### config.mk
export PLATFORM = sky130hd
export DESIGN_NAME = game_ctrl
export DESIGN_NICKNAME = d
export VERILOG_FILES = /design/src/rtl/game_ctrl.sv
export SDC_FILE = /design/constraint.sdc
export NUM_CORES = 1
export LEC_CHECK = 0
export BUFFER_PORTS_ARGS = -buffer_cell sky130_fd_sc_hd__clkbuf_2
export CELL_PAD_IN_SITES_DETAIL_PLACEMENT = 0
export CELL_PAD_IN_SITES_GLOBAL_PLACEMENT = 1
export CORE_AREA = 2 2 82 84
export DETAILED_ROUTE_END_ITERATION = 16
export DIE_AREA = 0 0 84 86
export HOLD_SLACK_MARGIN = 0.15
export PLACE_DENSITY_LB_ADDON = 0.15
export SYNTH_ARGS = -nofsm -noshare
export SYNTH_HDL_FRONTEND = slang
export SYNTH_SLANG_ARGS = --single-unit
export TNS_END_PERCENT = 5
### constraint.sdc
create_clock -name frame_clk -period 4.95 [get_ports frame_clk]
set_input_delay 0.495 -clock frame_clk [delete_from_list [all_inputs] [get_ports frame_clk]]
set_output_delay 0.495 -clock frame_clk [all_outputs]
set_load 0.005 [all_outputs]
### src/rtl/game_ctrl.sv
`default_nettype none
// ============================================================================
// Module      : game_ctrl
// Description : Frame-rate game sequencer. Owns the IDLE/COUNTDOWN/PLAY/DEAD
//               sequence, gates obstacle motion through rdy, and keeps a
//               3-digit BCD score and high score for the HUD.
// Revision    : 1.0 - initial release
// ============================================================================
module game_ctrl #(
  parameter logic [7:0] START_KEY    = 8'h2C,
  parameter logic [9:0] COUNT_FRAMES = 10'd180,
  parameter logic [9:0] DEAD_HOLD    = 10'd90
) (
  input  logic        frame_clk,
  input  logic        Reset,
  input  logic [7:0]  key,
  input  logic        score,
  input  logic        gameover,
  output logic        rdy,
  output logic [1:0]  state,
  output logic [11:0] score_bcd,
  output logic [11:0] hiscore_bcd,
  output logic        new_best,
  output logic [1:0]  count_digit
);

  typedef enum logic [1:0] {
    ST_IDLE  = 2'b00,
    ST_COUNT = 2'b01,
    ST_PLAY  = 2'b10,
    ST_DEAD  = 2'b11
  } state_t;

  state_t      r_state;
  logic [9:0]  r_timer;
  logic [7:0]  r_key_prev;
  logic        r_rdy;
  logic [11:0] r_score;
  logic [11:0] r_hiscore;
  logic        r_new_best;
  logic [1:0]  r_count_digit;

  logic        w_start_evt;
  logic [11:0] w_score_inc;
  logic [1:0]  w_cd_start;
  logic [1:0]  w_cd_next;

  // Seconds left shown during countdown: timer/60+1, clamped to 3.
  function automatic logic [1:0] f_seconds(input logic [9:0] t);
    if (t >= 10'd120)     f_seconds = 2'd3;
    else if (t >= 10'd60) f_seconds = 2'd2;
    else                  f_seconds = 2'd1;
  endfunction

  // Only the press edge of the start key counts; a held key never retriggers.
  assign w_start_evt = (key == START_KEY) && (r_key_prev != START_KEY);

  // Digit to display for the timer value being loaded this frame.
  assign w_cd_start = f_seconds(COUNT_FRAMES - 10'd1);
  assign w_cd_next  = f_seconds(r_timer - 10'd1);

  // Score + 1 in BCD with decimal carry, saturating at 999.
  always_comb begin
    w_score_inc = r_score;
    if (r_score != 12'h999) begin
      if (r_score[3:0] != 4'd9) begin
        w_score_inc[3:0] = r_score[3:0] + 4'd1;
      end else begin
        w_score_inc[3:0] = 4'd0;
        if (r_score[7:4] != 4'd9) begin
          w_score_inc[7:4] = r_score[7:4] + 4'd1;
        end else begin
          w_score_inc[7:4]  = 4'd0;
          w_score_inc[11:8] = r_score[11:8] + 4'd1;
        end
      end
    end
  end

  // Previous keycode for edge detection.
  always_ff @(posedge frame_clk or negedge Reset) begin
    if (!Reset) r_key_prev <= 8'h00;
    else        r_key_prev <= key;
  end

  // Game sequencer with registered outputs.
  always_ff @(posedge frame_clk or negedge Reset) begin
    if (!Reset) begin
      r_state       <= ST_IDLE;
      r_timer       <= 10'd0;
      r_rdy         <= 1'b0;
      r_score       <= 12'h000;
      r_hiscore     <= 12'h000;
      r_new_best    <= 1'b0;
      r_count_digit <= 2'd0;
    end else begin
      case (r_state)
        ST_IDLE: begin
          r_rdy         <= 1'b0;
          r_count_digit <= 2'd0;
          if (w_start_evt) begin
            r_state       <= ST_COUNT;
            r_timer       <= COUNT_FRAMES - 10'd1;
            r_score       <= 12'h000;
            r_new_best    <= 1'b0;
            r_count_digit <= w_cd_start;
          end
        end
        ST_COUNT: begin
          // Keys, score and gameover are all ignored while counting down.
          if (r_timer == 10'd0) begin
            r_state       <= ST_PLAY;
            r_rdy         <= 1'b1;
            r_count_digit <= 2'd0;
          end else begin
            r_rdy         <= 1'b0;
            r_timer       <= r_timer - 10'd1;
            r_count_digit <= w_cd_next;
          end
        end
        ST_PLAY: begin
          r_count_digit <= 2'd0;
          if (gameover) begin
            // Collision wins over a simultaneous score pulse.
            r_state <= ST_DEAD;
            r_rdy   <= 1'b0;
            r_timer <= DEAD_HOLD - 10'd1;
            // Digits are always 0-9, so a plain unsigned compare of the
            // packed BCD value orders the same as a digit-wise compare.
            if (r_score > r_hiscore) begin
              r_hiscore  <= r_score;
              r_new_best <= 1'b1;
            end
          end else begin
            r_rdy <= 1'b1;
            if (score) r_score <= w_score_inc;
          end
        end
        ST_DEAD: begin
          r_rdy         <= 1'b0;
          r_count_digit <= 2'd0;
          if (w_start_evt && (r_timer == 10'd0)) begin
            r_state       <= ST_COUNT;
            r_timer       <= COUNT_FRAMES - 10'd1;
            r_score       <= 12'h000;
            r_new_best    <= 1'b0;
            r_count_digit <= w_cd_start;
          end else if (r_timer != 10'd0) begin
            r_timer <= r_timer - 10'd1;
          end
        end
        default: begin
          r_state       <= ST_IDLE;
          r_rdy         <= 1'b0;
          r_count_digit <= 2'd0;
        end
      endcase
    end
  end

  assign rdy         = r_rdy;
  assign state       = r_state;
  assign score_bcd   = r_score;
  assign hiscore_bcd = r_hiscore;
  assign new_best    = r_new_best;
  assign count_digit = r_count_digit;

endmodule
`default_nettype wire

# --- Yosys cells after proc, flatten, opt, wreduce, memory -nomap -nowiden ---
# Cells that the tools add are included.
classes:
  addsub: 4
  order_cmp: 3
  eq_ne: 20
  mux: 35
  n_reduce_logical: 14
ops:
  columns: ["operator", "n"]
  rows:
  - ["12-bit 2-to-1 mux", 5]
  - ["10-bit 2-to-1 mux", 5]
  - ["10-bit case mux with 4 select lines", 1]
  - ["12-bit case mux with 3 select lines", 1]
  - ["2-bit != test (second input constant)", 11]
  - ["2-bit 2-to-1 mux", 9]
  - ["2-bit case mux with 4 select lines", 2]
  - ["4-bit by 1-bit adder with 4-bit output (second input constant)", 3]
  - ["12-bit > comparator", 1]
  - ["4-bit 2-to-1 mux", 3]
  - ["12-bit != test (second input constant)", 1]
  - ["10-bit by 6-bit >= comparator with 1-bit output (second input constant)", 1]
  - ["10-bit by 7-bit >= comparator with 1-bit output (second input constant)", 1]
  - ["10-bit zero test", 1]
  - ["10-bit nonzero test", 1]
  - ["10-bit by 1-bit subtractor with 10-bit output (second input constant)", 1]
  - ["8-bit by 6-bit equality test with 1-bit output (second input constant)", 1]
  - ["8-bit 2-to-1 mux", 1]
  - ["4-bit != test (second input constant)", 2]
  - ["8-bit by 6-bit != test with 1-bit output (second input constant)", 1]
  - ["4-bit AND reduction", 2]
  - ["8-bit AND reduction", 1]
  - ["7-bit AND reduction", 1]
  - ["1-bit 2-to-1 mux", 6]
  - ["other kinds (11)", 14]
totals:
  reg_bits: 48
  in_bits: 12
  out_inout_bits: 30
  word_cells: 86

# --- Depth between registers and ports, before layout ---
# Gate-level depths: netlist of run 1.
logic_depth:
  word_depth: 7
  mapped_depth: 9
  ltp_nobuf: 8

# --- Least setup slack after synthesis of run 1 ---
# Ideal clock, no wire load.
synth_timing:
  path_type: "flip-flop to flip-flop"
  from: "register r_score[9] (netlist: score_bcd[9])"
  to: "register r_hiscore[10] (netlist: hiscore_bcd[10])"
  setup_ps: 125
  arrival_ps: 2300
  required_ps: 4825
  setup_slack_ps: 2525
  path_stages_with_launch: 9
  path_buffers: 1
  synth_period_minus_slack_ps: 2425
  path_cell_list: "dfrtp_1 ha_1 a21o_1 a21oi_1 nor2b_1 or4_1 nand4b_1 buf_2 mux2_2"
synth_via:
  elab_chain_len: 2
synth_rtl:
  columns: ["element", "line_no", "rtl"]
  rows:
  - ["start: declaration", "38", "logic [11:0] r_score;"]
  - ["start signal: assignment", "136", "if (score) r_score <= w_score_inc;"]
  - ["12-bit > comparator", "130", "if (r_score > r_hiscore) begin"]
  - ["3-bit AND reduction (no line)", null, null]
  - ["end signal: assignment", "131", "r_hiscore <= r_score;"]
  - ["end: declaration", "39", "logic [11:0] r_hiscore;"]
# No other way between the ends.
# A chain may end at the register's enable or synchronous reset.

# --- Final worst setup path of run 1 ---
layout_timing:
  from: "register r_score[9] (netlist: score_bcd[9])"
  to: "register r_hiscore[4] (netlist: hiscore_bcd[4])"
# The elaborated chain is that of the path after synthesis.

==> results by group, run 1 <==
Route
  – Routed WL: 6.233 mm
  – DR iter-0 viols: 135
  – Final ANT Viol Nets: 0
  – Via count: 2,289
  – DRC Markers: 0
  – Detailed-route wire length per cell: 15.24 um
  – Drt first pass iters: 4
  – Vias per cell: 5.597

Synthesis
  – Syn_nets: 332
  – Top-area cell type share of the netlist area: 40.40%
  – Number of synthesized flops with an enable pin: 0
  – Synth Cell Area: 2973 um2
  – Async set-reset flop share out of synthesis: 100.0%
  – Syn Area/Cell: 10.11 um2
  – Compound-Gate Fraction of Synth Area: 16.54%
  – Area share of xor/xnor cells in the synthesized design: 0.8838%
  – Sequential cell area fraction in the yosys report: 40.40%
  – Syn. warnings: 0
  – Top post-synthesis cells by area: dfrtp_1 40%, ha_1 11%, mux2_2 4.5%
  – Seq cells post-synth: 48
  – Area leader, netlist: dfrtp_1
  – Synth Area in Adders: 10.94%
  – Largest family of logic cells by synthesized area: simple AND/OR/NAND/NOR gates
  – Multiplexer share of the synthesized area: 7.281%
  – Post-synth top flop: dfrtp_1
  – Yosys cell types: 61
  – Post-Synth Simple-Gate Area: 18.56%
  – Mapped Cells: 294

Clock tree
  – Post-CTS Resized: 0
  – Max Root-Sink Buffers: 2
  – Post-CTS Setup Inserts: 0
  – CTS tree: built
  – Clock Sinks: 48
  – H-tree level count: 2
  – Hold buffer count at CTS: 0
  – Worst skew pair latency: 0.31 ns
  – CTS root buf: clkbuf_8
  – Clock Pin Slew Worst Setup and Hold Paths: 0.10 ns
  – TritonCTS Buffers: 5

STA
  – Final WS setup: 2.235 ns
  – Post-route minimum period: 2.715 ns
  – RSZ-0062 raised after global routing: false
  – Worst Max-Slew Pin Slew: 0.7130 ns
  – Setup TNS: 0 ns
  – F_max: 0.3683 GHz
  – Final Setup Violations: 0
  – Final Hold Vio Count: 0
  – Period utilization: 54.85%
  – Slew headroom: 52.21%
  – Clock skew: 0.01469 ns
  – Fin. max-slew vios: 0

Global routing
  – GRT overflow: 0
  – Total Routing Usage GR: 18.38%
  – First-pass GRT wire length: 10.80 mm
  – Largest net degree at the start of global routing: 49
  – Initial antenna violation count: 0
  – Vias in the first global route: 2,281

Die
  – IO Pins: 42
  – Rows: 29
  – Die width: 84 um
  – Core box area: 6277 um2
  – Die area: 7224 um2
  – Die Ht: 86 um
  – Initial Util: 47.36%

Run status
  – Status: completed

Final layout
  – Fin cells: 409
  – Area of the multi-input gates: 1612 um2
  – Register area: 1201 um2
  – Final Core Density: 53.16%
  – Area Overhead vs Synth: 12.25%
  – Filler instances: 593
  – Final nets: 369
  – Layout cells sized above 1: 23.19%
  – Diode count: 0

Worst setup path
  – R2R Path Start: score_bcd[9]
  – CP Capture Type: register
  – Crit path DAT: 2.90 ns
  – Crit path launch type: register
  – Crit path from: score_bcd[9]
  – Reg2reg path depth: 7
  – FF-to-FF End: hiscore_bcd[4]
  – Critical path class: register to register
  – Worst path required time: 5.14 ns
  – Setup slack, reg-to-reg: 2.23 ns
  – Crit Path Max Fanout: 12

Place
  – IO Port Bufs: 41
  – Pre-CTS WS: 2.217 ns
  – Placed Cells: 401
  – DPL Wire Length: 4.547 mm
  – Routability Congestion: 0.8227

Power and ir drop
  – Clock power frac: 15.0%
  – Total Power: 2022 uW
  – Sw Share: 43.96%
  – Net Switching: 888.8 uW
  – Logic pwr share: 52.8%
  – Pwr Density: 605.9 nW/um2
  – Register share of total power: 32.2%
  – Maximum VDD drop: 0.2571 mV
  – P_int: 1133 uW
  – Total leakage power: 0.001630 uW

Job
  – Max Cap Viol: 0

Min path
  – Worst hold-check path type: primary input to asynchronous set/reset pin
-- stage by stage --
step,area (um2),hold WS [ns]
2_1_floorplan,2973,0.1994
3_3_place_gp,3216,0.5126
3_5_place_dp,3216,0.5219
4_1_cts,3337,0.3030
5_1_grt,3337,0.2950
6_report,3337,0.2820
-- metal layers --
metal | share of wire (%) | global-route usage [%] | routed length [um]
met5 | 0 | 0 | 0
met4 | 1.2 | 4.985 | 74
met1 | 48 | 24.91 | 3011
met3 | 2.8 | 2.984 | 172
met2 | 48 | 30.76 | 2974
-- placed cells by master, fill, tap and decap left out, drive strengths merged, types with 4 or more instances in the layout --
cell type   n
a211oi      6
mux2i       7
clkbuf     47
nand2      12
nand4       4
mux2       13
nor2       20
inv        25
o211ai      4
or4         5
ha         26
a31oi       4
dfrtp      48
o31ai       5
a21oi      13
o21ai      16
a21o        5
nand3      11
nor3       12
-- power by group through the flow --
stage / clock [uW] / combinational [uW] / sequential [uW]
2_1_floorplan: 0 / 837 / 617
3_3_place_gp: 0 / 1060 / 654
3_5_place_dp: 0 / 1080 / 660
4_1_cts: 315 / 1080 / 652
5_1_grt: 327 / 1220 / 674
6_report: 303 / 1070 / 650
-- worst max path at each step --
stage	end	cells past startpoint
floorplan	hiscore_bcd[10]	8
global placement	hiscore_bcd[4]	7
detailed placement	hiscore_bcd[4]	7
CTS	hiscore_bcd[4]	7
global route	score_bcd[8]	7
finish	hiscore_bcd[4]	7
-- state kept, by name (all words and copies together) (netlist names) --
register	flops
count_digit	2
hiscore_bcd	12
new_best	1
r_key_prev	8
r_timer	10
rdy	1
score_bcd	12
state	2
-- Yosys cell counts, types with 2 or more instances --
cell / n
a211oi_1: 6
a21o_1: 4
a21oi_1: 13
a22o_1: 3
a31oi_1: 4
buf_2: 5
buf_6: 2
clkbuf_1: 5
dfrtp_1: 48
ha_1: 26
inv_1: 25
mux2_2: 12
mux2i_1: 7
nand2_1: 12
nand2b_1: 2
nand3_1: 11
nand3b_1: 2
nand4_1: 4
nand4b_1: 2
nor2_1: 19
nor2b_1: 2
nor3_1: 11
nor4_1: 2
nor4b_2: 2
o211ai_1: 2
o211ai_4: 2
o21a_1: 2
o21ai_0: 15
o31a_1: 2
o31ai_1: 5
o41ai_1: 2
or4_1: 4
or4b_1: 2
xor2_1: 2
-- worst max-delay path, cell delays in order (launching register included) --
cell	delay, ns
dfrtp_1	0.44
ha_1	0.33
a21o_1	0.16
a21oi_1	0.14
nor2b_1	0.06
or4_1	0.54
nand4b_1	0.52
mux2_2	0.41
-- cell families (layout without fill, tap and decap cells) --
| kind of cell | Yosys count | count (layout) |
|---|---|---|
| buffers and inverters | 37 | 75 |
| muxes | 20 | 20 |
| DFF | 48 | 48 |
| adders and majority gates | 26 | 26 |
| AOI/OAI and AO/OA | 69 | 69 |
| xor gates and xnor gates | 3 | 3 |
| and+or+nand+nor | 91 | 91 |
-- layout make-up --
cell class | count | area share [%]
clock buffer | 6 | 2.475
clock inverter | 2 | 1.162
inverter | 25 | 2.812
multi-input combinational | 209 | 48.29
sequential | 48 | 36.00
tap | 77 | 2.887
timing repair buffer | 42 | 6.374
Power figures use the tool's default switching activity.
==> run 2: changes to the inputs <==
--- a/config.mk
+++ b/config.mk
@@ -8,9 +8,9 @@
 export BUFFER_PORTS_ARGS = -buffer_cell sky130_fd_sc_hd__clkbuf_2
 export CELL_PAD_IN_SITES_DETAIL_PLACEMENT = 0
 export CELL_PAD_IN_SITES_GLOBAL_PLACEMENT = 1
-export CORE_AREA = 2 2 82 84
+export CORE_AREA = 2 2 90 92
 export DETAILED_ROUTE_END_ITERATION = 16
-export DIE_AREA = 0 0 84 86
+export DIE_AREA = 0 0 92 94
 export HOLD_SLACK_MARGIN = 0.15
 export PLACE_DENSITY_LB_ADDON = 0.15
 export SYNTH_ARGS = -nofsm -noshare
==> constraint.sdc (replaced) <==
create_clock -name frame_clk -period 2.4 [get_ports frame_clk]
set_input_delay 0.24 -clock frame_clk [delete_from_list [all_inputs] [get_ports frame_clk]]
set_output_delay 0.24 -clock frame_clk [all_outputs]
set_load 0.005 [all_outputs]
==> run 2 against run 1 <==
  * Clock power increased by 100%
  * Cell area is 17% higher
  * Routed wire length increased by 13%
  * Final cell count up 21%
  * Count of clock-buffer cells in the layout fell by 1
  * Register-to-register slack got worse by 2.2 ns
  * Worst hold slack improved by 0.098 ns
  * Sequential cell count is the same
  * Fmax grew 15%
  * Critical path type unchanged
==> results by group, run 2 (synthesis gave the netlist of run 1 again) <==
Clock tree
  – Worst skew pair latency: 0.30 ns (about the same)
  – H-tree level count: 2 (unchanged)
  – Clock Pin Slew Worst Setup and Hold Paths: 0.10 ns (about the same)
  – CTS tree: built
  – Max Root-Sink Buffers: 2 (unchanged)
  – TritonCTS Buffers: 5 (unchanged)
  – CTS root buf: clkbuf_8
  – Clock Sinks: 48 (unchanged)

Route
  – Drt first pass iters: 4 (unchanged)
  – Met3 routed WL: 239 um (+39%)
  – DRC Markers: 0 (unchanged)
  – Routed WL: 7.026 mm (+13%)
  – Met2 wire len: 3.444 mm (+16%)
  – Detailed-route wire length per cell: 14.22 um (-6.7%)
  – Vias per cell: 5.085 (-9.1%)
  – DR iter-0 viols: 56 (-59%)
  – Final ANT Viol Nets: 0 (unchanged)
  – Top Metal Used: met4
  – Met1 WL: 3.273 mm (+8.7%)
  – Via count: 2,512 (+9.7%)

Final layout
  – Diode count: 0 (unchanged)
  – Commonest cells after routing, fill and taps aside: 50 x buf_4, 48 x dfrtp_1, 41 x clkbuf_2
  – Layout cells sized above 1: 34.69% (+12 points)
  – Area Overhead vs Synth: 31.27%
  – Commonest non-fill, non-tap cell in the layout: buf_4
  – Final nets: 429 (+16%)

STA
  – Fin. max-slew vios: 0 (unchanged)
  – Slew headroom: 68.42% (+16 points)
  – Setup TNS: 0 ns (unchanged)
  – Period utilization: 98.32% (+43 points)
  – Post-route minimum period: 2.360 ns (-0.3555 ns)
  – F_max: 0.4238 GHz (+15%)
  – Clock skew: 0.007952 ns (-0.006733 ns)
  – Final Setup Violations: 0 (unchanged)
  – Final hold slack: 0.3799 ns (+0.09793 ns)
  – Final Hold Vio Count: 0 (unchanged)
  – Worst Max-Slew Pin Slew: 0.4737 ns (-0.2393 ns)
  – Final WS setup: 0.04040 ns (-2.194 ns)
  – RSZ-0062 raised after global routing: true

Global routing
  – First-pass GRT wire length: 11.79 mm (+9.2%)
  – Initial antenna violation count: 0 (unchanged)
  – Vias in the first global route: 2,456 (+7.7%)
  – Largest net degree at the start of global routing: 35 (-29%)
  – Total Routing Usage GR: 17.12% (-1.3 points)
  – GRT overflow: 0 (unchanged)

Die
  – Core box area: 7607 um2 (+21%)
  – Die width: 92 um (+9.5%)
  – Rows: 32 (+10%)
  – Die Ht: 94 um (+9.3%)
  – Initial Util: 39.08% (-8.3 points)
  – Die area: 8648 um2 (+20%)
  – IO Pins: 42 (unchanged)

Worst setup path
  – Crit Path Max Fanout: 5 (-7)
  – Critical path's top delay family: simple AND/OR/NAND/NOR gates
  – Crit-path cells: or4b_4 -> o211ai_4 -> and2b_4 -> a21o_2 -> or3_1 -> o31a_1
  – Slowest stage delay, CP: 0.54 ns (about the same)
  – Worst path required time: 2.60 ns (-2.54 ns)
  – Crit path launch type: register
  – Crit path DAT: 2.56 ns (-0.34 ns)
  – CP max-delay cell: or4b_4
  – Critical path class: register to register
  – Buf/Inv on CP: 0 (unchanged)
  – CP Capture Type: register

Power and ir drop
  – Total Power: 4826 uW (+140%)
  – Pwr Density: 1237 nW/um2 (+100%)
  – Maximum VDD drop: 0.4696 mV (+83%)
  – Total leakage power: 0.001927 uW (+18%)

Min path
  – Worst hold-check path type: primary input to asynchronous set/reset pin

Place
  – IO Port Bufs: 41 (unchanged)
  – Routability Congestion: 0.7924 (-3.7%)
  – DPL Wire Length: 5.395 mm (+19%)
  – Pre-CTS WS: 0.03368 ns (-2.183 ns)

Job
  – Max Cap Viol: 0 (unchanged)

Run status
  – Status: completed
==> run 2: layer usage <==
layer	track usage (%)	vias to the layer above
met5	0	-
met3	3.371	6
met1	22.00	1194
met4	3.856	0
li1	-	1269
met2	29.90	43
==> run 2: what timing repair did <==
action                                  CTS  global route
endpoints found under the hold margin    22             0
hold buffers                              9             0
resized for setup                         0             8
buffers inserted                          0             3
endpoints found under the setup margin    0            18
==> run 2: path summary, 6_finish.rpt <==
kind,cells past startpoint,from,to,slack (ns)
max reg2reg,6,r_key_prev[4],count_digit[1],0.04
max,6,r_key_prev[4],count_digit[1],0.04
min in group frame_clk,6,score,score_bcd[7],0.51
max in group asynchronous,3,Reset,rdy,1.24
min reg2reg,1,hiscore_bcd[2],hiscore_bcd[2],0.54
min,2,Reset,hiscore_bcd[0],0.38
==> run 2: worst reg2reg max path, stage by stage (launching register included) <==
cell	delay [ns]
dfrtp_1	0.37
or4b_4	0.54
o211ai_4	0.23
and2b_4	0.25
a21o_2	0.22
or3_1	0.34
o31a_1	0.30
==> run 2: stage by stage <==
| step | area (um2) | util (%) | std cells |
|---|---|---|---|
| 3_5_place_dp | 3632 | 47.75 | 474 |
| 3_3_place_gp | 3632 | 47.75 | 474 |
| 5_1_grt | 3902 | 51.30 | 494 |
| 4_1_cts | 3837 | 50.44 | 491 |
| 6_report | 3902 | 51.30 | 494 |
| 2_1_floorplan | 2975 | - | 294 |
==> run 2: final cells by class <==
type | instances | area [um2]
Clock buffer | 5 | 68.82
Clock inverter | 3 | 46.29
Inverter | 25 | 93.84
Tap cell | 102 | 127.6
Sequential cell | 48 | 1201
Timing Repair Buffer | 102 | 710.7
Fill cell | 727 | 3705
Multi-Input combinational cell | 209 | 1654
==> run 2: report_power, final <==
group / switching [uW] / leakage [uW] / internal, uW
Sequential: 168 / 0.000622 / 1050
Combinational: 1550 / 0.00125 / 1450
Clock: 294 / 0.0000548 / 314
==> run 3: changes to the inputs <==
--- a/config.mk
+++ b/config.mk
@@ -8,9 +8,9 @@
 export BUFFER_PORTS_ARGS = -buffer_cell sky130_fd_sc_hd__clkbuf_2
 export CELL_PAD_IN_SITES_DETAIL_PLACEMENT = 0
 export CELL_PAD_IN_SITES_GLOBAL_PLACEMENT = 1
-export CORE_AREA = 2 2 90 92
+export CORE_AREA = 5 5 93 95
 export DETAILED_ROUTE_END_ITERATION = 16
-export DIE_AREA = 0 0 92 94
+export DIE_AREA = 0 0 98 100
 export HOLD_SLACK_MARGIN = 0.15
 export PLACE_DENSITY_LB_ADDON = 0.15
 export SYNTH_ARGS = -nofsm -noshare
==> run 3 against run 2 <==
  * Combinational power is 4% lower
  * Worst hold slack improved by 0.14 ns
  * Critical path depth stayed put
  * Die area grew 13%
  * Total power decreased by 2.0%
  * Largest power group unchanged
  * Highest routed layer unchanged
  * Critical endpoint unchanged
==> results by group, run 3 (synthesis gave the netlist of run 1 again) <==
Power and ir drop
  – Maximum VDD drop: 0.5243 mV (+12%)
  – Sw Share: 41.80% (+0.20 points)
  – Pwr Density: 1234 nW/um2 (-0.22%)
  – Total leakage power: 0.001900 uW (-1.4%)
  – Logic pwr share: 60.8% (-1.3 points)
  – Register share of total power: 26.0% (+0.7 points)
  – P_int: 2752 uW (-2.3%)
  – Net Switching: 1977 uW (-1.5%)
  – Clock power frac: 13.2% (+0.6 points)
  – Total Power: 4729 uW (-2.0%)

Global routing
  – Total Routing Usage GR: 15.21% (-1.9 points)
  – First-pass GRT wire length: 12.21 mm (+3.5%)
  – Initial antenna violation count: 0 (unchanged)
  – Vias in the first global route: 2,477 (+0.86%)
  – GRT overflow: 0 (unchanged)
  – Largest net degree at the start of global routing: 49 (+40%)

Worst setup path
  – Reg2reg path depth: 6 (unchanged)
  – CP Capture Type: register
  – Crit Path Max Fanout: 5 (unchanged)
  – Worst path required time: 2.59 ns (about the same)
  – Setup crit end: count_digit[1]
  – Crit path from: r_key_prev[4]
  – R2R Path Start: r_key_prev[4]
  – Critical path class: register to register
  – Crit path launch type: register
  – Setup slack, reg-to-reg: 0.05 ns (about the same)
  – FF-to-FF End: count_digit[1]
  – Crit path DAT: 2.54 ns (-0.02 ns)

Clock tree
  – H-tree level count: 2 (unchanged)
  – TritonCTS Buffers: 5 (unchanged)
  – CTS tree: built
  – Clock Sinks: 48 (unchanged)
  – Max Root-Sink Buffers: 2 (unchanged)
  – Clock Pin Slew Worst Setup and Hold Paths: 0.09 ns (about the same)
  – CTS root buf: clkbuf_8
  – Worst skew pair latency: 0.30 ns (about the same)

STA
  – F_max: 0.4252 GHz (+0.33%)
  – Slew headroom: 57.62% (-11 points)
  – Fin. max-slew vios: 0 (unchanged)
  – Final hold slack: 0.5150 ns (+0.1351 ns)
  – Worst Max-Slew Pin Slew: 0.6358 ns (+0.1621 ns)
  – Clock skew: 0.004117 ns (-0.003835 ns)
  – RSZ-0062 raised after global routing: true
  – Final Hold Vio Count: 0 (unchanged)
  – Period utilization: 97.99% (-0.33 points)
  – Post-route minimum period: 2.352 ns (-0.007824 ns)
  – Final Setup Violations: 0 (unchanged)

Min path
  – WHS Path Cells: 6
  – Worst hold-check path type: primary input to register

Die
  – IO Pins: 42 (unchanged)
  – Rows: 32 (unchanged)
  – Die area: 9800 um2 (+13%)
  – Initial Util: 38.87% (-0.20 points)
  – Core box area: 7647 um2 (+0.53%)
  – Die Ht: 100 um (+6.4%)
  – Die width: 98 um (+6.5%)

Route
  – Drt first pass iters: 4 (unchanged)
  – Vias per cell: 5.197 (+2.2%)
  – Final ANT Viol Nets: 0 (unchanged)
  – Via count: 2,531 (+0.76%)
  – DR iter-0 viols: 56 (unchanged)
  – Detailed-route wire length per cell: 14.80 um (+4.1%)
  – DRC Markers: 0 (unchanged)
  – Routed WL: 7.210 mm (+2.6%)

Place
  – DPL Wire Length: 5.385 mm (-0.19%)
  – Routability Congestion: 0.7959 (+0.44%)
  – IO Port Bufs: 41 (unchanged)
  – Placed Cells: 466 (-1.7%)

Final layout
  – Final Core Density: 50.11% (-1.2 points)
  – Layout cells sized above 1: 34.29% (-0.41 points)
  – Area Overhead vs Synth: 28.91%
  – Diode count: 0 (unchanged)
  – Commonest non-fill, non-tap cell in the layout: dfrtp_1
  – Final nets: 422 (-1.6%)
  – Fin cells: 487 (-1.4%)
  – Commonest cells after routing, fill and taps aside: 48 x dfrtp_1, 44 x buf_4, 41 x clkbuf_2
  – Filler instances: 755 (+3.9%)

Job
  – Max Cap Viol: 0 (unchanged)

Run status
  – Status: completed
==> run 3: layout make-up <==
type / count / area [um2] / area share (%)
Tap cell: 102 / 127.6 / 3.330
Clock buffer: 6 / 82.58 / 2.155
Sequential cell: 48 / 1201 / 31.34
Timing Repair Buffer: 95 / 645.6 / 16.85
Multi-Input combinational cell: 209 / 1643 / 42.87
Clock inverter: 2 / 38.79 / 1.012
Inverter: 25 / 93.84 / 2.449
==> run 3: what timing repair did <==
action                                  in CTS  in global routing
endpoints found under the setup margin       0                 23
hold buffers                                 9                  0
gates resized for setup                      0                 11
hold endpoints to repair                    56                  0
setup buffers                                0                  4
==> run 3: critical path: stages, from the launching register on <==
cell	delay [ns]
dfrtp_1	0.37
or4b_4	0.54
o211ai_4	0.21
and2b_4	0.24
a21o_2	0.23
or3_4	0.34
o31a_1	0.31
==> run 3: through the flow <==
step                      instance area (um2)  setup slack, ns  setup TNS (ns)
final                                    3832          0.04822               0
after global placement                   3560          0.02228               0
after floorplan                          2975          0.02987               0
after detailed placement                 3560          0.03146               0
after global routing                     3832         -0.03391         -0.1048
after CTS                                3771          0.01690               0
==> run 3: power groups by stage <==
stage | logic [uW] | registers, uW | clock network [uW]
2_1_floorplan | 1730 | 1270 | 0
3_3_place_gp | 2770 | 1230 | 0
3_5_place_dp | 2770 | 1240 | 0
4_1_cts | 2790 | 1220 | 644
5_1_grt | 3220 | 1260 | 687
6_report | 2880 | 1230 | 622
==> run 3: worst min path at each step <==
| stage | start | to | slack, ns |
|---|---|---|---|
| floorplan | Reset | count_digit[0] | -0.06 |
| global placement | key[2] | r_key_prev[2] | 0.36 |
| detailed placement | key[2] | r_key_prev[2] | 0.36 |
| CTS | gameover | hiscore_bcd[1] | 0.46 |
| global route | gameover | hiscore_bcd[4] | 0.54 |
| finish | score | score_bcd[7] | 0.52 |
==> run 3: per-layer routing <==
layer  vias to the layer above  GRT usage (%)  routed length, um
met1                      1233          20.38               3371
li1                       1250              -                  -
met4                         0          4.260                 96
met3                        11          2.988                244
met2                        37          25.13               3497
met5                         -              0                  0
